$ cat config.mk
export PLATFORM = sky130hd
export DESIGN_NAME = alu_issue_ctrl
export DESIGN_NICKNAME = d
export VERILOG_FILES = /design/src/rtl/alu_issue_ctrl_pkg.sv /design/src/rtl/alu_issue_ctrl_decode.sv /design/src/rtl/alu_issue_ctrl.sv
export SDC_FILE = /design/constraint.sdc
export NUM_CORES = 1
export LEC_CHECK = 0
export ABC_AREA = 1
export CAP_MARGIN = 0
export CELL_PAD_IN_SITES_DETAIL_PLACEMENT = 1
export CELL_PAD_IN_SITES_GLOBAL_PLACEMENT = 2
export CORE_UTILIZATION = 25
export DETAILED_ROUTE_END_ITERATION = 16
export GPL_TIMING_DRIVEN = 0
export PLACE_DENSITY = 0.85
export REMOVE_ABC_BUFFERS = 1
export SYNTH_ARGS = -nofsm -noshare
export SYNTH_HDL_FRONTEND = slang
export SYNTH_HIERARCHICAL = 1
export SYNTH_SLANG_ARGS = --single-unit
$ cat constraint.sdc
create_clock -name clk -period 11.2 [get_ports clk]
set_input_delay 2.24 -clock clk [delete_from_list [all_inputs] [get_ports clk]]
set_output_delay 2.24 -clock clk [all_outputs]
set_load 0.02 [all_outputs]
$ cat src/rtl/alu_issue_ctrl_pkg.sv
// -----------------------------------------------------------------------------
// alu_issue_ctrl_pkg
// Shared constants for the ALU issue/writeback controller: supported opcodes,
// supported R-type funct codes, FSM state encodings and the immediate
// sign-extension helper.
// -----------------------------------------------------------------------------
package alu_issue_ctrl_pkg;

   // Opcodes handled by the controller
   localparam logic [5:0] OP_RTYPE = 6'b000000;
   localparam logic [5:0] OP_LW    = 6'b100011;
   localparam logic [5:0] OP_SW    = 6'b101011;
   localparam logic [5:0] OP_BEQ   = 6'b000100;

   // R-type funct codes handled by the controller
   localparam logic [5:0] FN_ADD   = 6'b100000;
   localparam logic [5:0] FN_SUB   = 6'b100010;
   localparam logic [5:0] FN_AND   = 6'b100100;
   localparam logic [5:0] FN_OR    = 6'b100101;

   // FSM state encodings
   localparam logic [2:0] ST_IDLE   = 3'd0;
   localparam logic [2:0] ST_DECODE = 3'd1;
   localparam logic [2:0] ST_EXEC   = 3'd2;
   localparam logic [2:0] ST_MEM    = 3'd3;
   localparam logic [2:0] ST_WB     = 3'd4;

   // 16-bit immediate to 32-bit two's complement value
   function automatic logic [31:0] sext16(input logic [15:0] imm);
      return {{16{imm[15]}}, imm};
   endfunction

endpackage

$ cat src/rtl/alu_issue_ctrl_decode.sv
// -----------------------------------------------------------------------------
// instr_field_decode
// Purely combinational split of a 32-bit instruction into its fields, the
// sign-extended immediate, instruction class flags and a legality flag.
// Ports:
//   i_instr     : instruction word
//   o_opcode    : [31:26]        o_rs : [25:21]     o_rt : [20:16]
//   o_rd        : [15:11]        o_funct : [5:0]
//   o_imm_sext  : sign-extended [15:0]
//   o_legal     : opcode (and funct for R-type) is supported
//   o_is_rtype / o_is_lw / o_is_sw / o_is_beq : instruction class
// -----------------------------------------------------------------------------
module instr_field_decode
   import alu_issue_ctrl_pkg::*;
(
   input  logic [31:0] i_instr,
   output logic [5:0]  o_opcode,
   output logic [4:0]  o_rs,
   output logic [4:0]  o_rt,
   output logic [4:0]  o_rd,
   output logic [5:0]  o_funct,
   output logic [31:0] o_imm_sext,
   output logic        o_legal,
   output logic        o_is_rtype,
   output logic        o_is_lw,
   output logic        o_is_sw,
   output logic        o_is_beq
);

   assign o_opcode   = i_instr[31:26];
   assign o_rs       = i_instr[25:21];
   assign o_rt       = i_instr[20:16];
   assign o_rd       = i_instr[15:11];
   assign o_funct    = i_instr[5:0];
   assign o_imm_sext = sext16(i_instr[15:0]);

   // Class flags and legality; R-type is only legal for the four ALU functs
   always_comb begin
      o_legal    = 1'b0;
      o_is_rtype = 1'b0;
      o_is_lw    = 1'b0;
      o_is_sw    = 1'b0;
      o_is_beq   = 1'b0;
      case (i_instr[31:26])
         OP_RTYPE: begin
            o_is_rtype = 1'b1;
            case (i_instr[5:0])
               FN_ADD, FN_SUB, FN_AND, FN_OR: o_legal = 1'b1;
               default:                       o_legal = 1'b0;
            endcase
         end
         OP_LW: begin
            o_is_lw = 1'b1;
            o_legal = 1'b1;
         end
         OP_SW: begin
            o_is_sw = 1'b1;
            o_legal = 1'b1;
         end
         OP_BEQ: begin
            o_is_beq = 1'b1;
            o_legal  = 1'b1;
         end
         default: o_legal = 1'b0;
      endcase
   end

endmodule

$ cat src/rtl/alu_issue_ctrl.sv
// -----------------------------------------------------------------------------
// alu_issue_ctrl
// Multi-cycle issue/writeback controller: accepts one instruction over a
// valid/ready handshake, reads the register file, drives the ALU, then performs
// a memory access, a register writeback or reports a BEQ outcome.
// Ports:
//   clk, rst                         : clock, async active-high reset
//   i_instr_valid/o_instr_ready/i_instr : instruction handshake
//   o_rf_raddr1/2, i_rf_rdata1/2     : combinational-read register file
//   o_rf_we/o_rf_waddr/o_rf_wdata    : register writeback
//   o_alu_opcode/funct/in1/in2, i_alu_result : ALU drive and return
//   o_mem_req/we/addr/wdata, i_mem_rdata, i_mem_ack : data memory
//   o_branch_valid/taken/offset      : BEQ outcome
//   o_illegal                        : one-cycle unsupported-instruction pulse
// -----------------------------------------------------------------------------
module alu_issue_ctrl
   import alu_issue_ctrl_pkg::*;
(
   input  logic        clk,
   input  logic        rst,
   input  logic        i_instr_valid,
   output logic        o_instr_ready,
   input  logic [31:0] i_instr,
   output logic [4:0]  o_rf_raddr1,
   output logic [4:0]  o_rf_raddr2,
   input  logic [31:0] i_rf_rdata1,
   input  logic [31:0] i_rf_rdata2,
   output logic        o_rf_we,
   output logic [4:0]  o_rf_waddr,
   output logic [31:0] o_rf_wdata,
   output logic [5:0]  o_alu_opcode,
   output logic [5:0]  o_alu_funct,
   output logic [31:0] o_alu_in1,
   output logic [31:0] o_alu_in2,
   input  logic [31:0] i_alu_result,
   output logic        o_mem_req,
   output logic        o_mem_we,
   output logic [31:0] o_mem_addr,
   output logic [31:0] o_mem_wdata,
   input  logic [31:0] i_mem_rdata,
   input  logic        i_mem_ack,
   output logic        o_branch_valid,
   output logic        o_branch_taken,
   output logic [31:0] o_branch_offset,
   output logic        o_illegal
);

   logic [2:0]  r_state;
   logic [31:0] r_instr;
   logic [31:0] r_a;
   logic [31:0] r_b;

   logic [5:0]  w_opcode;
   logic [4:0]  w_rs;
   logic [4:0]  w_rt;
   logic [4:0]  w_rd;
   logic [5:0]  w_funct;
   logic [31:0] w_imm_sext;
   logic        w_legal;
   logic        w_is_rtype;
   logic        w_is_lw;
   logic        w_is_sw;
   logic        w_is_beq;

   instr_field_decode u_decode (
      .i_instr    (r_instr),
      .o_opcode   (w_opcode),
      .o_rs       (w_rs),
      .o_rt       (w_rt),
      .o_rd       (w_rd),
      .o_funct    (w_funct),
      .o_imm_sext (w_imm_sext),
      .o_legal    (w_legal),
      .o_is_rtype (w_is_rtype),
      .o_is_lw    (w_is_lw),
      .o_is_sw    (w_is_sw),
      .o_is_beq   (w_is_beq)
   );

   // Register-file read addresses: the file reads combinationally, so the
   // addresses follow DECODE directly and the data is captured at its end
   always_comb begin
      if (r_state == ST_DECODE) begin
         o_rf_raddr1 = w_rs;
         o_rf_raddr2 = w_rt;
      end else begin
         o_rf_raddr1 = 5'd0;
         o_rf_raddr2 = 5'd0;
      end
   end

   // FSM plus registered outputs: each transition loads the outputs that
   // belong to the state being entered and clears those of the state left
   always_ff @(posedge clk or posedge rst) begin
      if (rst) begin
         r_state         <= ST_IDLE;
         r_instr         <= 32'd0;
         r_a             <= 32'd0;
         r_b             <= 32'd0;
         o_instr_ready   <= 1'b1;
         o_rf_we         <= 1'b0;
         o_rf_waddr      <= 5'd0;
         o_rf_wdata      <= 32'd0;
         o_alu_opcode    <= 6'd0;
         o_alu_funct     <= 6'd0;
         o_alu_in1       <= 32'd0;
         o_alu_in2       <= 32'd0;
         o_mem_req       <= 1'b0;
         o_mem_we        <= 1'b0;
         o_mem_addr      <= 32'd0;
         o_mem_wdata     <= 32'd0;
         o_branch_valid  <= 1'b0;
         o_branch_taken  <= 1'b0;
         o_branch_offset <= 32'd0;
         o_illegal       <= 1'b0;
      end else begin
         o_illegal <= 1'b0;
         case (r_state)
            ST_IDLE: begin
               if (i_instr_valid && o_instr_ready) begin
                  r_instr       <= i_instr;
                  o_instr_ready <= 1'b0;
                  r_state       <= ST_DECODE;
               end
            end
            ST_DECODE: begin
               r_a <= i_rf_rdata1;
               r_b <= i_rf_rdata2;
               if (w_legal) begin
                  r_state      <= ST_EXEC;
                  o_alu_opcode <= w_opcode;
                  // loads/stores reuse the ALU adder for address generation
                  o_alu_funct  <= (w_is_lw || w_is_sw) ? FN_ADD : w_funct;
                  o_alu_in1    <= i_rf_rdata1;
                  o_alu_in2    <= (w_is_lw || w_is_sw) ? w_imm_sext : i_rf_rdata2;
               end else begin
                  o_illegal     <= 1'b1;
                  o_instr_ready <= 1'b1;
                  r_state       <= ST_IDLE;
               end
            end
            ST_EXEC: begin
               o_alu_opcode <= 6'd0;
               o_alu_funct  <= 6'd0;
               o_alu_in1    <= 32'd0;
               o_alu_in2    <= 32'd0;
               if (w_is_rtype) begin
                  o_rf_we    <= (w_rd != 5'd0);
                  o_rf_waddr <= w_rd;
                  o_rf_wdata <= i_alu_result;
                  r_state    <= ST_WB;
               end else if (w_is_lw || w_is_sw) begin
                  o_mem_req   <= 1'b1;
                  o_mem_we    <= w_is_sw;
                  o_mem_addr  <= i_alu_result;
                  o_mem_wdata <= r_b;
                  r_state     <= ST_MEM;
               end else if (w_is_beq) begin
                  // equality from the captured operands, not from the ALU
                  o_branch_valid  <= 1'b1;
                  o_branch_taken  <= (r_a == r_b);
                  o_branch_offset <= {w_imm_sext[29:0], 2'b00};
                  r_state         <= ST_WB;
               end else begin
                  o_instr_ready <= 1'b1;
                  r_state       <= ST_IDLE;
               end
            end
            ST_MEM: begin
               if (i_mem_ack) begin
                  o_mem_req   <= 1'b0;
                  o_mem_we    <= 1'b0;
                  o_mem_addr  <= 32'd0;
                  o_mem_wdata <= 32'd0;
                  if (w_is_lw) begin
                     o_rf_we    <= (w_rt != 5'd0);
                     o_rf_waddr <= w_rt;
                     o_rf_wdata <= i_mem_rdata;
                     r_state    <= ST_WB;
                  end else begin
                     o_instr_ready <= 1'b1;
                     r_state       <= ST_IDLE;
                  end
               end
            end
            ST_WB: begin
               o_rf_we         <= 1'b0;
               o_rf_waddr      <= 5'd0;
               o_rf_wdata      <= 32'd0;
               o_branch_valid  <= 1'b0;
               o_branch_taken  <= 1'b0;
               o_branch_offset <= 32'd0;
               o_instr_ready   <= 1'b1;
               r_state         <= ST_IDLE;
            end
            default: begin
               o_instr_ready <= 1'b1;
               r_state       <= ST_IDLE;
            end
         endcase
      end
   end

endmodule

==> run metrics, run 1 <==
slew of the pin with the lowest slew margin 1.22 ns; I/O Buffers 387; CP max FO 69; hold depth 2; Layout Nets 1992; most frequent cell after synthesis nand2_1; R2R depth 12; CTS clk-pin slew, worst paths 0.06 ns; vias per cell 4.49; fmax 0.191 GHz; gr ovfl total 0; DP Cell Count 2474; clk sinks 313; VDD IR max 0.000141 V; CTS tree yes; Num CTS Buffers 40; Pleak 0.00897 uW; RSZ-0062 raised after global routing false; 1st-iter DRT viols 506; largest area contributor in the netlist dfrtp_1; pin count of the biggest net entering global routing 116; initial antenna violation count 3; Rows 84; worst setup margin 5.97 ns; Final Hold Viols 0; Die W 235 um; Core Area 0.0531 mm2; share of the synthesized area in the top cell type 0.576; final worst-path cycle share 0.467; Clock Latency Late Sink 0.56 ns; met1 GRT Util 0.228; CP Launch Type flip-flop; Tmin final 5.23 ns; most instantiated cells after synthesis 499 x nand2_1, 312 x dfrtp_1, 162 x o21ai_0; GR Util met3 0.0549; Worst Hold Class reg2reg; total power 5420 uW; Worst path max stage delay 0.62 ns; share of post-route cells with drive strength above 1 0.0734; Root Driver clkbuf_16; FFs w/ async S/R, synth 1.00; YS warnings 6; count of final setup violators 0; sequential fraction of the synthesis area 0.578; layer with the highest usage met2; Placer Congestion 0.804; Max-slew headroom 0.185; Initial Util 0.255; Synth cell types 28; CTS hold repair buffers 0; hold worst-path end o_mem_req; dpl ws 6.50 ns; number of synthesized flops with an enable pin 0; antenna diode count 0; crit-path cells nor3_4 -> inv_4 -> buf_16 -> nor2_1 -> clkdlybuf4s50_1; number of global-route vias before repair 12600; Longest Clk Path Bufs 3; via count 11400; DPL Wire Length 34800 um; WL/cell 19.6 um; max cap viols 0; drt pass-1 iters 4; status finished clean; Seq cells post-synth 313; worst reg2reg startpoint r_instr[31]; Crit-path slowest cell clkdlybuf4s50_1; cell count after synthesis 1521; final core area utilization 0.363; gr usage total 0.182; final routed DRC violation total 0; fin cells 2541; H-Tree Depth 2; post_cts resized 0; reg2reg setup slack 7.34 ns; synthesized cell area 0.0135 mm2; Reg-to-Reg End o_branch_offset[12]; Synth Flop Type dfrtp_1; post-CTS setup buffer count 0; CP Capture Type output pin; fill cell total of the finished layout 6094; HP Start o_mem_req; Power per Cell Area 282 mW/mm2; CP required 8.96 ns; die height 235 um; die area 0.0551 mm2; Max Slew Vio Count 0; critical path arrival 2.99 ns; kind of critical path reg2out; met2 global-route usage 0.302; Mean Syn Cell Area 8.91 um2; WL final 49800 um; ANT nets after route 0; top cells by area, synth dfrtp_1 58%, nand2_1 14%, o21ai_0 6.0%; fin area 0.0193 mm2; P&R area growth vs syn 42.1%; Placement Cell Area 0.0179 mm2; first-pass GRT wire length 77400 um; clk_skew 0.0258 ns; IO Pins 390
-- per-layer routing --
layer  routed length [um]  up-vias
li1                     -     5356
met1                21800     5673
met2                23700      311
met3                 3420       65
met4                  872        4
met5                   29        -
-- cells in the final DEF, fill, tap and decap left out, types with 5 or more instances in the layout --
master / count
clkdlybuf4s50_1: 387
o21ai_0: 162
mux2_2: 32
inv_1: 127
clkbuf_8: 9
nor2_1: 36
dfrtp_1: 312
nand3_1: 18
a22o_1: 24
xnor2_1: 25
clkbuf_1: 6
nor2_2: 5
inv_2: 10
o21ai_1: 83
buf_16: 10
a21oi_1: 30
clkbuf_16: 40
nand2_1: 496
-- cells by family (layout without fill, tap and decap cells) --
kind of cell,Yosys count,in the layout,share of synthesized area
xor+xnor,25,25,0.0162
buf+inv,278,609,0.0960
mux,32,32,0.0266
flops,313,313,0.578
other cells,1,2,0.000277
simple gates,568,568,0.163
compound gates,304,304,0.120
-- metrics by stage --
stage / hold WS, ns / TNS, ns
2_1_floorplan: 0.473 / 0
3_3_place_gp: 0.453 / -1314.81
3_5_place_dp: 0.457 / 0
4_1_cts: 0.471 / 0
5_1_grt: 0.490 / 0
6_report: 0.472 / 0
-- worst max-delay path by stage --
stage / startpoint / endpoint / slack, ns / cells past startpoint
2_1_floorplan: rst / o_alu_funct[0] / 0.30 / 1
3_3_place_gp: rst / o_alu_in1[7] / -4.26 / 2
3_5_place_dp: i_mem_ack / o_rf_wdata[5] / 6.50 / 7
4_1_cts: r_state[2] / o_rf_raddr1[0] / 5.92 / 5
5_1_grt: r_state[2] / o_rf_raddr1[3] / 5.83 / 5
6_report: r_state[2] / o_rf_raddr1[0] / 5.97 / 5
-- registers in the layout, indices dropped and copies added (netlist names) --
name	count
r_b	32
r_state	3
o_mem_wdata	32
o_alu_opcode	6
o_mem_addr	32
o_rf_we	1
r_instr	32
o_instr_ready	1
o_mem_we	1
r_a	32
o_alu_in2	32
o_branch_offset	30
o_mem_req	1
o_illegal	1
o_rf_wdata	32
o_alu_in1	32
o_branch_taken	1
o_rf_waddr	5
o_branch_valid	1
o_alu_funct	6
-- final cells by class --
type / instances / area [um2] / share of cell area
inverters: 140 / 538 / 0.0279
flip-flops and latches: 313 / 7830 / 0.407
clock buffers: 55 / 1150 / 0.0596
well taps: 688 / 861 / 0.0447
multi-input cells: 931 / 4450 / 0.231
clock inverters: 12 / 181 / 0.00942
repair buffers: 402 / 4240 / 0.220
-- power breakdown --
part	switching, uW	leakage, uW	internal [uW]
clock network	508	0.000653	806
registers	332	0.00394	1600
logic	1190	0.00438	978
total	2030	0.00897	3390
-- worst max-delay path: cells and delay by family (launching register included) --
kind / cells / cell delay (ns)
buf+inv: 3 / 1.15
simple gates: 2 / 0.74
flops: 1 / 0.47
No activity file was read; power rests on OpenSTA's default activity.
==> run 2: changes to the inputs <==
==> constraint.sdc (replaced) <==
create_clock -name clk -period 4.2 [get_ports clk]
set_input_delay 0.84 -clock clk [delete_from_list [all_inputs] [get_ports clk]]
set_output_delay 0.84 -clock clk [all_outputs]
set_load 0.02 [all_outputs]
==> run 2 against run 1 <==
Against the previous run:
- non-clock buffer count is the same
- die area unchanged
- worst setup slack worse by 5.6 ns
- cell count is the same
- register-to-register slack worse by 7.0 ns
- clock skew is essentially flat
- critical path type is now reg2reg
- critical endpoint is now o_mem_wdata[31]
- largest power group unchanged
==> run metrics, run 2 (same netlist as run 1, synthesis figures left out) <==
status finished clean; first-pass GRT wire length 77400 um (unchanged); 1st-iter DRT viols 506 (unchanged); sw frac 0.375 (about the same); ANT nets after route 0 (unchanged); dpl ws 0.210 ns (-6.29 ns); internal power 9030 uW (+170%); fmax 0.260 GHz; Gate power share 0.401 (about the same); I/O Buffers 387 (unchanged); CP Capture Type flip-flop; Clock Latency Late Sink 0.56 ns (about the same); RSZ-0062 raised after global routing false; Initial Util 0.255 (unchanged); critical path arrival 4.29 ns (+1.30 ns); VDD IR max 0.000375 V (+170%); kind of critical path reg2reg; H-Tree Depth 2 (unchanged); Worst Hold Class reg2reg; via count 11400 (+0.0088%); Layout Nets 1992 (unchanged); CP required 4.64 ns (-4.32 ns); commonest non-fill, non-tap cell in the layout nand2_1; max cap viols 0 (unchanged); drt pass-1 iters 4 (unchanged); die area 0.0551 mm2 (unchanged); Placer Congestion 0.804 (unchanged); share of post-route cells with drive strength above 1 0.0734 (unchanged); Tmin final 3.85 ns; Max Slew Vio Count 0 (unchanged); P_sw 5420 uW (+170%); Num CTS Buffers 40 (unchanged); Longest Clk Path Bufs 3 (unchanged); CP max FO 42 (-39%); antenna diode count 0 (unchanged); Rows 84 (unchanged); pin count of the biggest net entering global routing 116 (unchanged); Clock power frac 0.242 (about the same); gr usage total 0.182 (unchanged); P&R area growth vs syn 42.1% (about the same); final worst-path cycle share 0.917; clk_skew 0.0258 ns (-0.0000118 ns); gr ovfl total 0 (unchanged); post-CTS setup buffer count 0 (unchanged); Seq pwr share 0.357 (about the same); count of final setup violators 0 (unchanged); Root Driver clkbuf_16; final core area utilization 0.363 (about the same); CTS tree yes; Pleak 0.00897 uW (about the same); CTS clk-pin slew, worst paths 0.06 ns (about the same); DPL Wire Length 34800 um (unchanged); Final Hold Viols 0 (unchanged); number of global-route vias before repair 12600 (unchanged); initial antenna violation count 3 (unchanged); Core Area 0.0531 mm2 (unchanged); most frequent cells in the layout 496 x nand2_1, 387 x clkdlybuf4s50_1, 312 x dfrtp_1, 162 x o21ai_0, 127 x inv_1; vias per cell 4.49 (about the same); CP Launch Type flip-flop; IO Pins 390 (unchanged); die height 235 um (unchanged); Die W 235 um (unchanged); WL/cell 19.6 um (unchanged); final routed DRC violation total 0 (unchanged); Power per Cell Area 751 mW/mm2 (+170%); WL final 49800 um (unchanged); Max-slew headroom 0.185 (-0.000243); clk sinks 313 (unchanged); worst setup margin 0.350 ns (-5.62 ns); fill cell total of the finished layout 6093 (-0.016%); slew of the pin with the lowest slew margin 1.22 ns (+0.000365 ns); CTS hold repair buffers 0 (unchanged)
[run 2: repair_timing]
item	CTS	global route
endpoints found under the setup margin	0	21
endpoints found under the hold margin	0	0
gates resized for setup	0	2
[run 2: critical path, stage by stage (launching register included)]
cell	delay (ns)
dfrtp_1	0.40
inv_1	0.06
nor2_1	0.08
nand3_1	0.12
nor2_1	0.33
nor2_2	0.21
inv_2	0.58
buf_12	0.30
nand2_1	0.14
nor2_4	0.49
inv_2	0.59
o21ai_0	0.41
[run 2: metrics by stage]
stage          hold slack [ns]  TNS [ns]  area, um2  std cells  total power (uW)
2_1_floorplan            0.473  -1674.84      12800       1384              8020
3_3_place_gp             0.453  -3989.43      17500       2459             10700
3_5_place_dp             0.457         0      17900       2474             11100
4_1_cts                  0.471         0      19300       2541             14700
5_1_grt                  0.490         0      19300       2541             15400
6_report                 0.472         0      19300       2541             14500
[run 2: power by group through the flow]
stage / combinational (uW) / clock [uW] / sequential, uW
global placement: 5610 / 0 / 5140
global route: 6330 / 3720 / 5320
floorplan: 2060 / 0 / 5960
finish: 5790 / 3500 / 5160
CTS: 5890 / 3620 / 5170
detailed placement: 5860 / 0 / 5210
[run 2: path summary, 6_finish.rpt]
| path | start | to | slack, ns | cells past startpoint |
|---|---|---|---|---|
| worst max-delay path | r_instr[31] | o_mem_wdata[31] | 0.35 | 11 |
| worst min-delay path | o_mem_req | o_mem_req | 0.47 | 2 |
| worst max register to register | r_instr[31] | o_mem_wdata[31] | 0.35 | 11 |
| worst min register to register | o_mem_req | o_mem_req | 0.47 | 2 |
| max in group asynchronous | rst | o_alu_in2[23] | 2.25 | 3 |
| min in group asynchronous | rst | o_mem_addr[8] | 0.82 | 2 |
[run 2: layout make-up]
type | count | area (um2) | area share
multi-input cells | 931 | 4450 | 0.231
flip-flops and latches | 313 | 7830 | 0.407
clock inverters | 12 | 181 | 0.00942
inverters | 140 | 541 | 0.0281
repair buffers | 402 | 4240 | 0.220
well taps | 688 | 861 | 0.0447
clock buffers | 55 | 1150 | 0.0596
[run 2: routing by layer]
layer	share of wire	vias up	track usage	routed length (um)
li1	-	5357	-	-
met1	0.44	5673	0.228	21800
met2	0.48	311	0.302	23700
met3	0.069	65	0.0549	3420
met4	0.018	4	0.0465	872
met5	0.00058	-	0	29
